==> config.mk <==
export PLATFORM = sky130hd
export DESIGN_NAME = pmt_arbiter
export DESIGN_NICKNAME = d
export VERILOG_FILES = /design/src/rtl/pmt_pkg.sv /design/src/rtl/pmt_sync.sv /design/src/rtl/pmt_arbiter.sv
export SDC_FILE = /design/constraint.sdc
export NUM_CORES = 1
export LEC_CHECK = 0
export CELL_PAD_IN_SITES_DETAIL_PLACEMENT = 1
export CELL_PAD_IN_SITES_GLOBAL_PLACEMENT = 2
export CORE_ASPECT_RATIO = 0.8
export CORE_MARGIN = 4
export CORE_UTILIZATION = 36
export DETAILED_ROUTE_END_ITERATION = 10
export PLACE_DENSITY_LB_ADDON = 0.1
export SLEW_MARGIN = 0
export SYNTH_ARGS = -nofsm -noshare
export SYNTH_HDL_FRONTEND = slang
export SYNTH_SLANG_ARGS = --single-unit
==> constraint.sdc <==
create_clock -name clk -period 4.48 [get_ports clk]
set_input_delay 0.896 -clock clk [delete_from_list [all_inputs] [get_ports clk]]
set_output_delay 0.896 -clock clk [all_outputs]
set_load 0.01 [all_outputs]
==> src/rtl/pmt_pkg.sv <==
// Shared types and default constants for the permit arbiter.
// Holds the FSM state encoding and default parameter values.
package pmt_pkg;

    typedef enum logic [1:0] {
        ST_IDLE  = 2'd0,
        ST_GRANT = 2'd1,
        ST_GAP   = 2'd2
    } pmt_state_t;

    localparam int PMT_N_CH_DEF = 4;
    localparam int PMT_TO_W_DEF = 8;
    localparam int PMT_GAP_DEF  = 2;

endpackage

==> src/rtl/pmt_sync.sv <==
// Fire-line synchronizer: two flops plus history flop, edge output.
// Ports: clk, rst (async low), i_async (raw fire), o_edge (either polarity).
module pmt_sync (
    input  logic clk,
    input  logic rst,
    input  logic i_async,
    output logic o_edge
);

    logic r_s1;
    logic r_s2;
    logic r_hist;

    always_ff @(posedge clk or negedge rst) begin
        if (!rst) begin
            r_s1   <= 1'b0;
            r_s2   <= 1'b0;
            r_hist <= 1'b0;
        end else begin
            r_s1   <= i_async;
            r_s2   <= r_s1;
            r_hist <= r_s2;
        end
    end

    assign o_edge = r_s2 ^ r_hist;

endmodule

==> src/rtl/pmt_arbiter.sv <==
// Round-robin permit arbiter for click-controlled FIFO stages.
// Ports: clk, rst, en, req, fire, to_lim -> pmt, busy, grant_id, done, to_err, err_ch, spur_err.
module pmt_arbiter
    import pmt_pkg::*;
#(
    parameter int N_CH = PMT_N_CH_DEF,
    parameter int TO_W = PMT_TO_W_DEF,
    parameter int GAP  = PMT_GAP_DEF
) (
    input  logic                           clk,
    input  logic                           rst,
    input  logic                           en,
    input  logic [N_CH-1:0]                req,
    input  logic [N_CH-1:0]                fire,
    input  logic [TO_W-1:0]                to_lim,
    output logic [N_CH-1:0]                pmt,
    output logic                           busy,
    output logic [$clog2(N_CH)-1:0]        grant_id,
    output logic                           done,
    output logic                           to_err,
    output logic [$clog2(N_CH)-1:0]        err_ch,
    output logic                           spur_err
);

    localparam int IW = $clog2(N_CH);
    localparam int GW = (GAP > 1) ? $clog2(GAP) : 1;

    logic [N_CH-1:0] w_edge;

    for (genvar g = 0; g < N_CH; g++) begin : g_sync
        pmt_sync u_sync (
            .clk     (clk),
            .rst     (rst),
            .i_async (fire[g]),
            .o_edge  (w_edge[g])
        );
    end

    pmt_state_t      r_state, w_state_nxt;
    logic [N_CH-1:0] r_pmt, w_pmt_nxt;
    logic            r_busy, w_busy_nxt;
    logic [IW-1:0]   r_gid, w_gid_nxt;
    logic [IW-1:0]   r_rr, w_rr_nxt;
    logic            r_done, w_done_nxt;
    logic            r_to_err, w_to_err_nxt;
    logic [IW-1:0]   r_err_ch, w_err_ch_nxt;
    logic            r_spur, w_spur_nxt;
    logic [TO_W-1:0] r_tcnt, w_tcnt_nxt;
    logic [GW-1:0]   r_gcnt, w_gcnt_nxt;

    logic            w_any;
    logic [IW-1:0]   w_win;
    logic [IW-1:0]   w_idx;
    logic            w_spur_hit;
    logic            w_gnt_edge;
    logic            w_tmo;
    logic [TO_W:0]   w_tnext;

    // Downward scan so the last hit is the first requester at or above r_rr.
    always_comb begin
        w_any = 1'b0;
        w_win = r_rr;
        w_idx = '0;
        for (int i = N_CH - 1; i >= 0; i--) begin
            w_idx = IW'((int'(r_rr) + i) % N_CH);
            if (req[w_idx]) begin
                w_any = 1'b1;
                w_win = w_idx;
            end
        end
    end

    // Any edge except the live grantee's own is spurious.
    always_comb begin
        w_spur_hit = 1'b0;
        for (int k = 0; k < N_CH; k++) begin
            if (w_edge[k] &&
                !(r_state == ST_GRANT && r_gid == IW'(k)))
                w_spur_hit = 1'b1;
        end
    end

    assign w_gnt_edge = w_edge[r_gid];
    assign w_tnext    = {1'b0, r_tcnt} + 1'b1;
    assign w_tmo      = (to_lim != '0) &&
                        (w_tnext >= {1'b0, to_lim});

    always_comb begin
        w_state_nxt  = r_state;
        w_pmt_nxt    = r_pmt;
        w_busy_nxt   = r_busy;
        w_gid_nxt    = r_gid;
        w_rr_nxt     = r_rr;
        w_done_nxt   = 1'b0;
        w_to_err_nxt = r_to_err;
        w_err_ch_nxt = r_err_ch;
        w_spur_nxt   = r_spur | w_spur_hit;
        w_tcnt_nxt   = r_tcnt;
        w_gcnt_nxt   = r_gcnt;
        unique case (r_state)
            ST_IDLE: begin
                w_busy_nxt = 1'b0;
                if (en && w_any) begin
                    w_state_nxt       = ST_GRANT;
                    w_pmt_nxt         = '0;
                    w_pmt_nxt[w_win]  = 1'b1;
                    w_gid_nxt         = w_win;
                    w_busy_nxt        = 1'b1;
                    w_tcnt_nxt        = '0;
                    w_rr_nxt = (w_win == IW'(N_CH - 1)) ?
                               '0 : w_win + 1'b1;
                end
            end
            ST_GRANT: begin
                // Fire is tested first so it wins a tie with timeout.
                if (w_gnt_edge) begin
                    w_state_nxt = ST_GAP;
                    w_pmt_nxt   = '0;
                    w_done_nxt  = 1'b1;
                    w_gcnt_nxt  = '0;
                end else if (w_tmo) begin
                    w_state_nxt  = ST_GAP;
                    w_pmt_nxt    = '0;
                    w_to_err_nxt = 1'b1;
                    w_err_ch_nxt = r_gid;
                    w_gcnt_nxt   = '0;
                end else begin
                    w_tcnt_nxt = r_tcnt + 1'b1;
                end
            end
            ST_GAP: begin
                if (r_gcnt == GW'(GAP - 1)) begin
                    w_state_nxt = ST_IDLE;
                    w_busy_nxt  = 1'b0;
                end else begin
                    w_gcnt_nxt = r_gcnt + 1'b1;
                end
            end
            default: begin
                w_state_nxt = ST_IDLE;
                w_pmt_nxt   = '0;
                w_busy_nxt  = 1'b0;
            end
        endcase
    end

    always_ff @(posedge clk or negedge rst) begin
        if (!rst) begin
            r_state  <= ST_IDLE;
            r_pmt    <= '0;
            r_busy   <= 1'b0;
            r_gid    <= '0;
            r_rr     <= '0;
            r_done   <= 1'b0;
            r_to_err <= 1'b0;
            r_err_ch <= '0;
            r_spur   <= 1'b0;
            r_tcnt   <= '0;
            r_gcnt   <= '0;
        end else begin
            r_state  <= w_state_nxt;
            r_pmt    <= w_pmt_nxt;
            r_busy   <= w_busy_nxt;
            r_gid    <= w_gid_nxt;
            r_rr     <= w_rr_nxt;
            r_done   <= w_done_nxt;
            r_to_err <= w_to_err_nxt;
            r_err_ch <= w_err_ch_nxt;
            r_spur   <= w_spur_nxt;
            r_tcnt   <= w_tcnt_nxt;
            r_gcnt   <= w_gcnt_nxt;
        end
    end

    assign pmt      = r_pmt;
    assign busy     = r_busy;
    assign grant_id = r_gid;
    assign done     = r_done;
    assign to_err   = r_to_err;
    assign err_ch   = r_err_ch;
    assign spur_err = r_spur;

endmodule

# Word level (Yosys, flattened, before mapping)
# Cells that the tools add are included.
# word_totals
input_bits	19
ff_bits	37
elab_cells	131
# classes
add_sub_neg	7
bitwise	8
order_cmp	8
n_reduce_logical	27
n_eq_ne	11
muxes	47
# ops
op	count
$mux W8	3
$mux W1	21
$lt A2 B3 Y1 const B	6
$mux W2	9
$pmux W8 S2	1
$mux W4	3
$pmux W4 S3	1
$logic_and A1 B1 Y1	11
$bmux W1 S2	5
$add A8 B1 Y9 const B	1
$ge A9 B8 Y1	1
$reduce_and A3 Y1	3
$add A8 B1 Y8 const B	1
$eq A2 B2 Y1 const B	4
$ne A2 B2 Y1 const B	4
$reduce_bool A8 Y1	1
$pmux W2 S3	1
$reduce_and A2 Y1	3
$add A2 B1 Y2 const B	2
$add A2 B2 Y2 const B	2
$eq A2 B1 Y1 const B	2
$logic_not A1 Y1	4
$logic_not A2 Y1	2
$reduce_and A4 Y1	1
10 further kinds	16

# Logic depth before layout (Yosys ltp)
# Gate-level depths: netlist of run 1.
# logic_depth
word_depth	13
depth_mapped	12
mapped_depth_nobuf	10

# Hierarchy
# Synthesis of run 1 repeated with hierarchy kept, for this count alone.
# unflattened
hier_cells	186
hier_area_um2	1989.4
# modules_own_cells
mod	area_per_inst_um2	cells_each	n_inst	seq_area_each_um2
pmt_arbiter	1654.1	170	1	625.6
pmt_sync	83.8	4	4	75.1

# Worst setup path before layout of run 1
# Ideal clock, no wire load.
# synth_timing
path_kind	input port to flip-flop
start	in to_lim[2]
end	reg r_tcnt[1]
setup_slack_ps	2197
path_buffers	2
required_ps	4357
stages	10
setup_ps	123
arrival_time_ps	2160
path_cell_list	inv_1 -> ha_1 -> a21oi_1 -> o21ai_0 -> a21oi_1 -> o21ai_0 -> nand2b_2 -> buf_6 -> buf_12 -> mux2i_1
# synth_via
elab_chain_cells	4
elab_cells_between_ends	5
cone_classes	order compare (1); eq/ne (1); reduce/logical (3)
# synth_rtl
element	line_no	rtl
start: declaration	pmt_arbiter.sv:15	input logic [TO_W-1:0] to_lim,
$ge A9 B8 Y1 or $reduce_bool A8 Y1 (tied branches)	pmt_arbiter.sv:86, pmt_arbiter.sv:85	
$logic_and A1 B1 Y1 *	pmt_arbiter.sv:85	assign w_tmo = (to_lim != '0) &&
$ne A2 B2 Y1 (no source line) *	--	
$reduce_and A4 Y1 (no source line) *	--	
end signal: assignment	pmt_arbiter.sv:170	r_tcnt <= w_tcnt_nxt;
end: declaration	pmt_arbiter.sv:48	logic [TO_W-1:0] r_tcnt, w_tcnt_nxt;
# Mark *: on every way between the ends. The rest lies on a longest branch, timed or not.
# A chain may end at the register's enable or synchronous reset.

# Worst setup path after layout of run 1
# layout_timing
start	in to_lim[6]
end	reg r_tcnt[6]
# Same word-level chain as after synthesis.

==> flow_summary_export.csv, run 1 <==
group,metric,value,unit
min_path,whs_endpoint,"g_sync[2].u_sync.r_s2",
yosys,seq_area_frac_synth,47.7,%
cts,cts_tree,"yes",
timing,relSlewSlack,47.8,%
cts,path_clk_slew,0.07,ns
yosys,syn_area,1940,sq um
pwr,cellPowerDensity,467,nW/um^2
cts,numCtsBuffers,5,
floorplanning,die-area,6630,sq um
finish,antennaDiodeCount,0,
critical_path,cp_data_arrival_time,3.00,ns
yosys,syn_area_per_cell,10.0,sq um
yosys,synth-edff-count,0,
global_routing,grt_pass1_wl,8.09,mm
timing,slew_violations,0,
timing,min_period,2.79,ns
critical_path,slowest_delay,0.49,ns
drt,first_pass_iters,4,
critical_path,endpoint_kind,"flop",
timing,fin_hold_ws,0.353,ns
drt,drc,0,
cts,cts_sinks,37,
pwr,peakVddDrop,0.210,mV
floorplanning,core_region_area,5120,sq um
cts,postCtsResizedCells,0,
floorplanning,io_pins,31,
critical_path,crit_top_cell,"o21ai_0",
floorplanning,die_h,73.7,microns
global_routing,grt_pass1_vias,1625,
yosys,yosys_most_used_dff,"dfrtp_1",
finish,final_core_util,46.3,%
global_routing,grt_antenna_before_repair,0,
drt,vias_per_cell,5.16,
critical_path,path_cells,"clkdlybuf4s50_1, inv_1, ha_1, nand2_1, o21ai_0, a21oi_1, o21ai_0, nand2b_2, mux2i_1",
critical_path,rr_worst_depth,10,
cts,clock_latency,0.28,ns
min_path,hp-class,"flop to flop",
drt,drt-initial-drc-count,61,
critical_path,r2r_start,"r_tcnt[0]",
drt,drt_wl_total,4.56,mm
yosys,ys_ff_latch,37,
yosys,yosysTopAreaCellShare,47.7,%
yosys,yosys.area.top_type,"dfrtp_1",
yosys,postSynthCellCount,193,
global_routing,track_usage,15.3,%
status,status,"completed",
cts,post-cts-setup-buffer-count,0,
yosys,synth_area_leaders,"dfrtp_1 (48%), ha_1 (8.4%), mux2i_1 (6.7%)",
pwr,static-leakage-power,0.00114,uW
timing,fin_tns_setup,0,ns
global_routing,overflow,0,
critical_path,cp.required,4.69,ns
critical_path,cp_num_buf_inv,2,
finish,drive_gt1_share,7.02,%
yosys,synth_cell_types,35,
critical_path,r2r_slack,1.73,ns
yosys,yosys_warnings,0,
min_path,whs_path_depth,0,
floorplanning,rows,23,
run,cap_violations,0,
cts,htreeDepth,2,
critical_path,critPathKind,"input port to flop",
timing,min_period_over_period,62.3,%
timing,hold_viol_final,0,
drt,detail-route-antenna-nets,0,
critical_path,path_max_fanout,13,
placement,hpwl,3.62,mm
timing,rsz0062_at_grt,"false",
critical_path,startpoint_type,"input port",
yosys,synth_fp_nets,225,
finish,area_growth,22.2,%
timing,max_clock_freq,0.358,GHz
finish,fin_nets,259,
critical_path,critPathSlowestCell,"clkdlybuf4s50_1",
min_path,hp-start,"g_sync[2].u_sync.r_s1",
critical_path,crit_family,"buffers and inverters",
drt,wire_per_inst,15.7,microns
timing,finalSetupViolCount,0,
cts,cts_root_buf,"clkbuf_8",
placement,gp_congestion,0.727,
cts,clockBufferDepth,2,
global_routing,grt_max_degree,38,
critical_path,r2r-end,"pmt[0]",
yosys,synthArstFlopShare,100,%
floorplanning,initial_core_util,37.9,%
drt,vias,1497,
placement,numPortBuffers,30,
timing,fin_skew,0.00411,ns
cts,cts_hold_buf,0,
floorplanning,die_w,90.1,microns
timing,tightest_slew,0.780,ns
[flip-flops by register name, summed over array words and instances (netlist names)]
signal                count
busy                      1
done                      1
err_ch                    2
g_sync.u_sync.r_hist      4
g_sync.u_sync.r_s1        4
g_sync.u_sync.r_s2        4
grant_id                  2
pmt                       4
r_gcnt                    1
r_rr                      2
r_state                   2
r_tcnt                    8
spur_err                  1
to_err                    1
[worst register-to-register path: stages, from the launching register on]
cell	delay (ns)
dfrtp_1	0.45
ha_1	0.29
nand3_1	0.12
xnor2_1	0.26
ha_1	0.30
a21oi_1	0.20
o21ai_0	0.13
a21oi_1	0.14
o21ai_0	0.15
nand2b_2	0.39
o22ai_1	0.25
[logic make-up (layout without fill, tap and decap cells)]
group | after synthesis | in the layout | synth area share [%]
AND/OR/NAND/NOR | 62 | 62 | 14.8
flip-flops | 37 | 37 | 47.7
AO/OA/AOI/OAI | 31 | 31 | 10.1
buffers and inverters | 24 | 59 | 6.00
multiplexers | 16 | 16 | 8.45
adder cells (fa/ha/maj) | 13 | 13 | 8.39
XOR/XNOR | 10 | 10 | 4.52
[Yosys cell counts, types with 3 or more instances]
cell and number:
a21oi_1 8, dfrtp_1 37, ha_1 13, inv_1 20, mux2_2 3, mux2i_1 13, nand2_1 32, nand3_1 4
nor2_1 10, nor4_1 3, o21ai_0 6, o22ai_1 7, xnor2_1 5, xor2_1 5
[how the worst max path moves through the flow]
stage                          from   endpoint  slack [ns]  cells after the start
final                     to_lim[6]  r_tcnt[6]        1.69                      9
after global routing      to_lim[6]  r_tcnt[1]        1.49                      9
after CTS                 to_lim[6]  r_tcnt[6]        1.67                      9
after detailed placement  to_lim[6]  r_tcnt[6]        1.37                      9
after global placement    to_lim[2]  r_tcnt[2]        1.50                      9
after floorplan           to_lim[2]  r_tcnt[1]        2.20                     10
[per-stage QoR]
stage	instance area (sq um)	worst slack [ns]	std cells	total power, uW
after floorplan	1940	2.20	193	738
after global placement	2280	1.50	282	874
after detailed placement	2280	1.37	282	897
after CTS	2370	1.67	290	1130
after global routing	2370	1.49	290	1200
final	2370	1.69	290	1110
[layer usage]
metal	share of wire [%]	track usage, %	vias up
met1	50	20.9	739
met3	3.7	4.50	7
met2	45	24.2	24
met4	0.92	3.40	0
met5	0	0	-
li1	-	-	727
[cells in the final DEF (no fill, tap or decap), types with 2 or more instances in the layout]
master           synthesis  layout
dfrtp_1                 37      37
nand2_1                 32      32
clkdlybuf4s50_1          0      30
inv_1                   20      20
mux2i_1                 13      13
ha_1                    13      13
nor2_1                  10      10
a21oi_1                  8       8
o22ai_1                  7       7
o21ai_0                  6       6
xnor2_1                  5       5
xor2_1                   5       5
clkbuf_8                 0       5
nand3_1                  4       4
mux2_2                   3       3
nor4_1                   3       3
a31oi_1                  2       2
nor2b_1                  2       2
a22oi_1                  2       2
nor3_1                   2       2
and2_1                   2       2
clkinv_2                 0       2
[layout make-up]
cell class	count	area, sq um
clock buffer	5	68.8
clock inverter	3	17.5
fill	582	2750
inverter	20	75.1
multi-input combinational	132	897
sequential	37	926
tap	62	77.6
timing repair buffer	31	308
[power breakdown]
group | switching (uW) | leakage [uW] | internal [uW] | total (uW)
logic | 212 | 0.000625 | 194 | 406
clock network | 116 | 0.0000439 | 107 | 223
registers | 75.7 | 0.000466 | 402 | 478
total | 403 | 0.00114 | 703 | 1110
(Power assumes the default switching activity.)
==> inputs of run 2 (changes only) <==
--- a/config.mk
+++ b/config.mk
@@ -9,7 +9,7 @@
 export CELL_PAD_IN_SITES_GLOBAL_PLACEMENT = 2
 export CORE_ASPECT_RATIO = 0.8
 export CORE_MARGIN = 4
-export CORE_UTILIZATION = 36
+export CORE_UTILIZATION = 30
 export DETAILED_ROUTE_END_ITERATION = 10
 export PLACE_DENSITY_LB_ADDON = 0.1
 export SLEW_MARGIN = 0
==> constraint.sdc (replaced) <==
create_clock -name clk -period 2.3 [get_ports clk]
set_input_delay 0.46 -clock clk [delete_from_list [all_inputs] [get_ports clk]]
set_output_delay 0.46 -clock clk [all_outputs]
set_load 0.01 [all_outputs]
==> flow_summary_export.csv, run 2 (synthesized netlist as in run 1, its figures left out) <==
group,metric,value,unit
status,status,"completed",
finish,largest_register_ff_count,8,
placement,dp_cells,320,
timing,max_clock_freq,0.443,GHz
finish,fin_nets,280,
run,cap_violations,0,
global_routing,track_usage,13.7,%
cts,cts_sinks,37,
critical_path,cp.required,2.50,ns
placement,post_dp_cell_area,2470,sq um
floorplanning,die_h,79.9,microns
pwr,clkPwrFrac,22.5,%
placement,gp_congestion,0.811,
pwr,peakVddDrop,0.331,mV
critical_path,endpoint_kind,"flop",
cts,htreeDepth,2,
finish,final_cell_mix,"dfrtp_1 (36), nand2_1 (31), clkdlybuf4s50_1 (29)",
floorplanning,die-area,7820,sq um
cts,numCtsBuffers,5,
placement,numPortBuffers,30,
placement,pre_cts_slack,-0.420,ns
drt,drt_wl_total,4.91,mm
timing,finalSetupViolCount,0,
floorplanning,initial_core_util,31.8,%
drt,drt-initial-drc-count,50,
cts,cts_hold_buf,0,
floorplanning,core_region_area,6100,sq um
floorplanning,rows,25,
critical_path,path_max_fanout,7,
min_path,hp-class,"input port to asynchronous set/reset pin",
finish,final_common_cell,"dfrtp_1",
cts,clockBufferDepth,2,
drt,detail-route-antenna-nets,0,
placement,hpwl,3.68,mm
cts,cts_tree,"yes",
critical_path,critPathKind,"flop to flop",
floorplanning,die_w,97.9,microns
critical_path,r2r_start,"r_tcnt[0]",
floorplanning,io_pins,31,
timing,hold_viol_final,0,
timing,min_period_over_period,98.1,%
finish,fin_area,2760,sq um
drt,drc,0,
timing,tightest_slew,0.838,ns
pwr,p_int,1620,uW
global_routing,grt_pass1_vias,1719,
timing,relSlewSlack,44.2,%
drt,vias_per_cell,4.72,
critical_path,startpoint_type,"flop",
finish,top_register,"r_tcnt",
timing,fin_tns_setup,0,ns
cts,path_clk_slew,0.08,ns
critical_path,cp-startpoint,"r_tcnt[0]",
timing,fin_ws,0.0433,ns
timing,fin_skew,0.00814,ns
timing,slew_violations,0,
pwr,cellPowerDensity,897,nW/um^2
timing,fin_hold_ws,0.277,ns
global_routing,overflow,0,
global_routing,grt_pass1_wl,8.56,mm
finish,drive_gt1_share,22.1,%
timing,min_period,2.26,ns
pwr,swShare,34.4,%
pwr,p_seq_share,37.3,%
pwr,p_comb_share,40.2,%
global_routing,grt_max_degree,38,
pwr,static-leakage-power,0.00129,uW
cts,clock_latency,0.29,ns
finish,fin_cells,330,
finish,antennaDiodeCount,0,
critical_path,cp_data_arrival_time,2.46,ns
timing,rsz0062_at_grt,"true",
drt,vias,1556,
global_routing,grt_antenna_before_repair,0,
pwr,switchingPower,852,uW
finish,area_growth,42.2,%
drt,wire_per_inst,14.9,microns
cts,cts_root_buf,"clkbuf_8",
drt,first_pass_iters,4,
-- run 2: cell count changes in the layout (fill, tap and decap cells not counted), moves of 2 or more --
cell	before	now
buf_4	1	18
a21oi_1	8	5
a21oi_2	0	3
nand3_1	4	1
nand3_4	0	3
buf_12	0	2
clkinv_2	2	0
ha_1	13	11
ha_4	0	2
nor2_1	10	8
o21ai_0	6	4
o21ai_2	1	3
xnor2_1	5	3
-- run 2: area by class of cell --
type	instances	area, sq um
clock inverters	2	38.8
flip-flops and latches	37	927
inverters	20	75.1
fillers	695	3340
repair buffers	52	509
multi-input cells	132	1030
clock buffers	6	72.6
well taps	81	101
-- run 2: through the flow --
stage | utilization (%) | power, uW
after detailed placement | 40.5 | 1860
after global routing | 45.2 | 2670
after CTS | 44.3 | 2500
after floorplan | - | 1440
after global placement | 40.5 | 1820
final | 45.2 | 2470
-- run 2: worst paths after layout --
| check | end | slack [ns] | depth (start not counted) |
|---|---|---|---|
| setup / recovery | r_tcnt[5] | 0.04 | 12 |
| hold / removal | r_tcnt[4] | 0.28 | 1 |
| setup reg to reg | r_tcnt[5] | 0.04 | 12 |
| hold reg to reg | g_sync[2].u_sync.r_s2 | 0.35 | 0 |
| max in group asynchronous | r_tcnt[2] | 1.46 | 1 |
| min in group clk | g_sync[2].u_sync.r_s2 | 0.35 | 0 |
-- run 2: worst max-delay path: stages (launching register included) --
cell	delay, ns
dfrtp_1	0.41
buf_4	0.16
nand3_4	0.11
nor2_4	0.05
xor2_2	0.14
ha_1	0.29
nand2_2	0.07
o21ai_2	0.16
a21oi_2	0.05
o21ai_2	0.15
nand2b_4	0.21
buf_12	0.15
mux2i_1	0.20
-- run 2: what timing repair did --
item	in CTS	in global routing
setup endpoints to repair	18	17
resized for setup	19	10
buffers inserted	1	0
cloned	1	0
pin swaps	9	3
-- run 2: power by group through the flow --
stage | logic (uW) | clock network (uW) | registers, uW
5_1_grt | 1100 | 614 | 952
4_1_cts | 1000 | 576 | 925
3_3_place_gp | 903 | 0 | 919
2_1_floorplan | 505 | 0 | 932
3_5_place_dp | 929 | 0 | 929
6_report | 995 | 558 | 922
-- run 2: layer usage --
metal / global-route usage (%) / up-vias / routed length, microns
li1: - / 766 / -
met1: 18.3 / 762 / 2460
met2: 22.5 / 24 / 2270
met3: 3.41 / 4 / 154
met4: 3.32 / 0 / 33
met5: 0 / - / 0
==> inputs of run 3 (changes only) <==
--- a/config.mk
+++ b/config.mk
@@ -8,7 +8,7 @@
 export CELL_PAD_IN_SITES_DETAIL_PLACEMENT = 1
 export CELL_PAD_IN_SITES_GLOBAL_PLACEMENT = 2
 export CORE_ASPECT_RATIO = 0.8
-export CORE_MARGIN = 4
+export CORE_MARGIN = 3
 export CORE_UTILIZATION = 30
 export DETAILED_ROUTE_END_ITERATION = 10
 export PLACE_DENSITY_LB_ADDON = 0.1
==> flow_summary_export.csv, run 3 (synthesized netlist as in run 1, its figures left out) <==
group,metric,value,unit
status,status,"finished with violations",
status,violations,"setup timing",
cts,path_clk_slew,0.07,ns
placement,hpwl,3.69,mm
critical_path,cp.required,2.50,ns
cts,cts_tree,"yes",
timing,relSlewSlack,43.6,%
global_routing,grt_pass1_vias,1664,
timing,fin_skew,0.00350,ns
critical_path,path_max_fanout,7,
cts,htreeDepth,2,
timing,min_period_over_period,100,%
pwr,p_comb_share,39.1,%
timing,slew_violations,0,
floorplanning,initial_core_util,32.0,%
timing,finalSetupViolCount,2,
finish,top_register,"r_tcnt",
placement,gp_congestion,0.821,
cts,cts_root_buf,"clkbuf_8",
placement,dp_cells,321,
drt,wire_per_inst,15.2,microns
finish,final_core_util,48.1,%
pwr,switchingPower,872,uW
floorplanning,rows,25,
finish,drive_gt1_share,27.5,%
floorplanning,die_w,95.9,microns
finish,seq_area,927,sq um
pwr,peakVddDrop,0.378,mV
timing,max_clock_freq,0.433,GHz
drt,drt_wl_total,5.09,mm
finish,multiInputGateArea,1130,sq um
timing,fin_ws,-0.0104,ns
cts,cts_sinks,37,
pwr,p_seq_share,35.5,%
global_routing,overflow,0,
cts,clockBufferDepth,2,
finish,fillers,661,
global_routing,grt_max_degree,38,
cts,numCtsBuffers,5,
floorplanning,io_pins,31,
cts,cts_hold_buf,0,
floorplanning,die_h,77.9,microns
timing,tightest_slew,0.846,ns
finish,fin_area,2920,sq um
critical_path,cp_num_buf_inv,1,
critical_path,critPathKind,"flop to flop",
critical_path,startpoint_type,"flop",
cts,clock_latency,0.29,ns
critical_path,critPathSlowestCell,"dfrtp_1",
drt,vias,1597,
finish,area_growth,50.6,%
pwr,swShare,33.3,%
critical_path,crit_family,"adder cells",
drt,first_pass_iters,4,
placement,post_dp_cell_area,2480,sq um
floorplanning,die-area,7470,sq um
critical_path,endpoint_kind,"flop",
floorplanning,core_region_area,6070,sq um
timing,rsz0062_at_grt,"true",
pwr,static-leakage-power,0.00136,uW
critical_path,cp_data_arrival_time,2.51,ns
finish,fin_cells,336,
drt,vias_per_cell,4.75,
finish,largest_register_ff_count,8,
placement,numPortBuffers,30,
pwr,cellPowerDensity,895,nW/um^2
global_routing,grt_pass1_wl,8.10,mm
global_routing,track_usage,13.9,%
finish,final_cell_mix,"dfrtp_1 (36), nand2_1 (30), clkdlybuf4s50_1 (29)",
timing,min_period,2.31,ns
pwr,p_int,1740,uW
drt,drc,0,
finish,fin_nets,286,
min_path,hp-class,"input port to asynchronous set/reset pin",
critical_path,slowest_delay,0.42,ns
drt,drt-initial-drc-count,36,
global_routing,grt_antenna_before_repair,0,
finish,final_common_cell,"dfrtp_1",
pwr,clkPwrFrac,25.4,%
drt,detail-route-antenna-nets,0,
finish,antennaDiodeCount,0,
run,cap_violations,0,
timing,hold_viol_final,0,
critical_path,path_cells,"ha_4, nand3_4, xnor2_4, ha_4, nand2_4, o21ai_2, a21oi_2, o21ai_2, nand2b_4, buf_12, mux2i_2",
## run 3: worst register-to-register path, stage by stage (launching register included)
cell and delay, ns:
dfrtp_1 0.42, ha_4 0.23, nand3_4 0.11, xnor2_4 0.16, ha_4 0.31, nand2_4 0.06, o21ai_2 0.14, a21oi_2 0.05
o21ai_2 0.18, nand2b_4 0.20, buf_12 0.15, mux2i_2 0.22
## run 3: metrics by stage
step	worst slack, ns	total power [uW]	setup TNS (ns)	hold WS (ns)
after CTS	0.00356	2570	0	0.303
after floorplan	0.0908	1440	0	0.164
after global placement	-0.172	1810	-2.55	0.333
after detailed placement	-0.294	1850	-3.81	0.336
final	-0.0104	2620	-0.0196	0.269
after global routing	-0.111	2800	-1.10	0.326
## run 3: worst paths after layout
path	from	end	slack, ns	cells after the start
max	r_tcnt[0]	r_tcnt[4]	-0.01	11
min	rst	r_tcnt[3]	0.27	1
max reg2reg	r_tcnt[0]	r_tcnt[4]	-0.01	11
min reg2reg	g_sync[2].u_sync.r_s1	g_sync[2].u_sync.r_s2	0.35	0
max in group asynchronous	rst	r_tcnt[2]	1.45	1
min in group clk	g_sync[2].u_sync.r_s1	g_sync[2].u_sync.r_s2	0.35	0
## run 3: what timing repair did
action	4_1_cts	5_1_grt
buffers inserted	2	4
gates resized for setup	17	26
pin swaps	8	13
setup endpoints to repair	18	16
cloned	0	1
## run 3: layer usage
layer | vias up | GRT usage [%] | share of wire [%]
li1 | 780 | - | -
met1 | 777 | 19.6 | 48
met2 | 33 | 21.5 | 47
met3 | 7 | 3.49 | 3.7
met4 | 0 | 2.98 | 0.81
met5 | - | 0 | 0
## run 3: cell type report
| type | count | share of cell area (%) |
|---|---|---|
| inverter | 20 | 2.57 |
| sequential | 37 | 31.7 |
| timing repair buffer | 58 | 18.9 |
| clock inverter | 3 | 2.23 |
| tap | 81 | 3.47 |
| clock buffer | 5 | 2.36 |
| multi-input combinational | 132 | 38.8 |
## run 3: power groups by stage
stage | combinational, uW | sequential (uW) | clock [uW]
3_5_place_dp | 923 | 927 | 0
3_3_place_gp | 892 | 918 | 0
4_1_cts | 955 | 924 | 686
5_1_grt | 1140 | 948 | 720
2_1_floorplan | 505 | 932 | 0
6_report | 1020 | 929 | 663
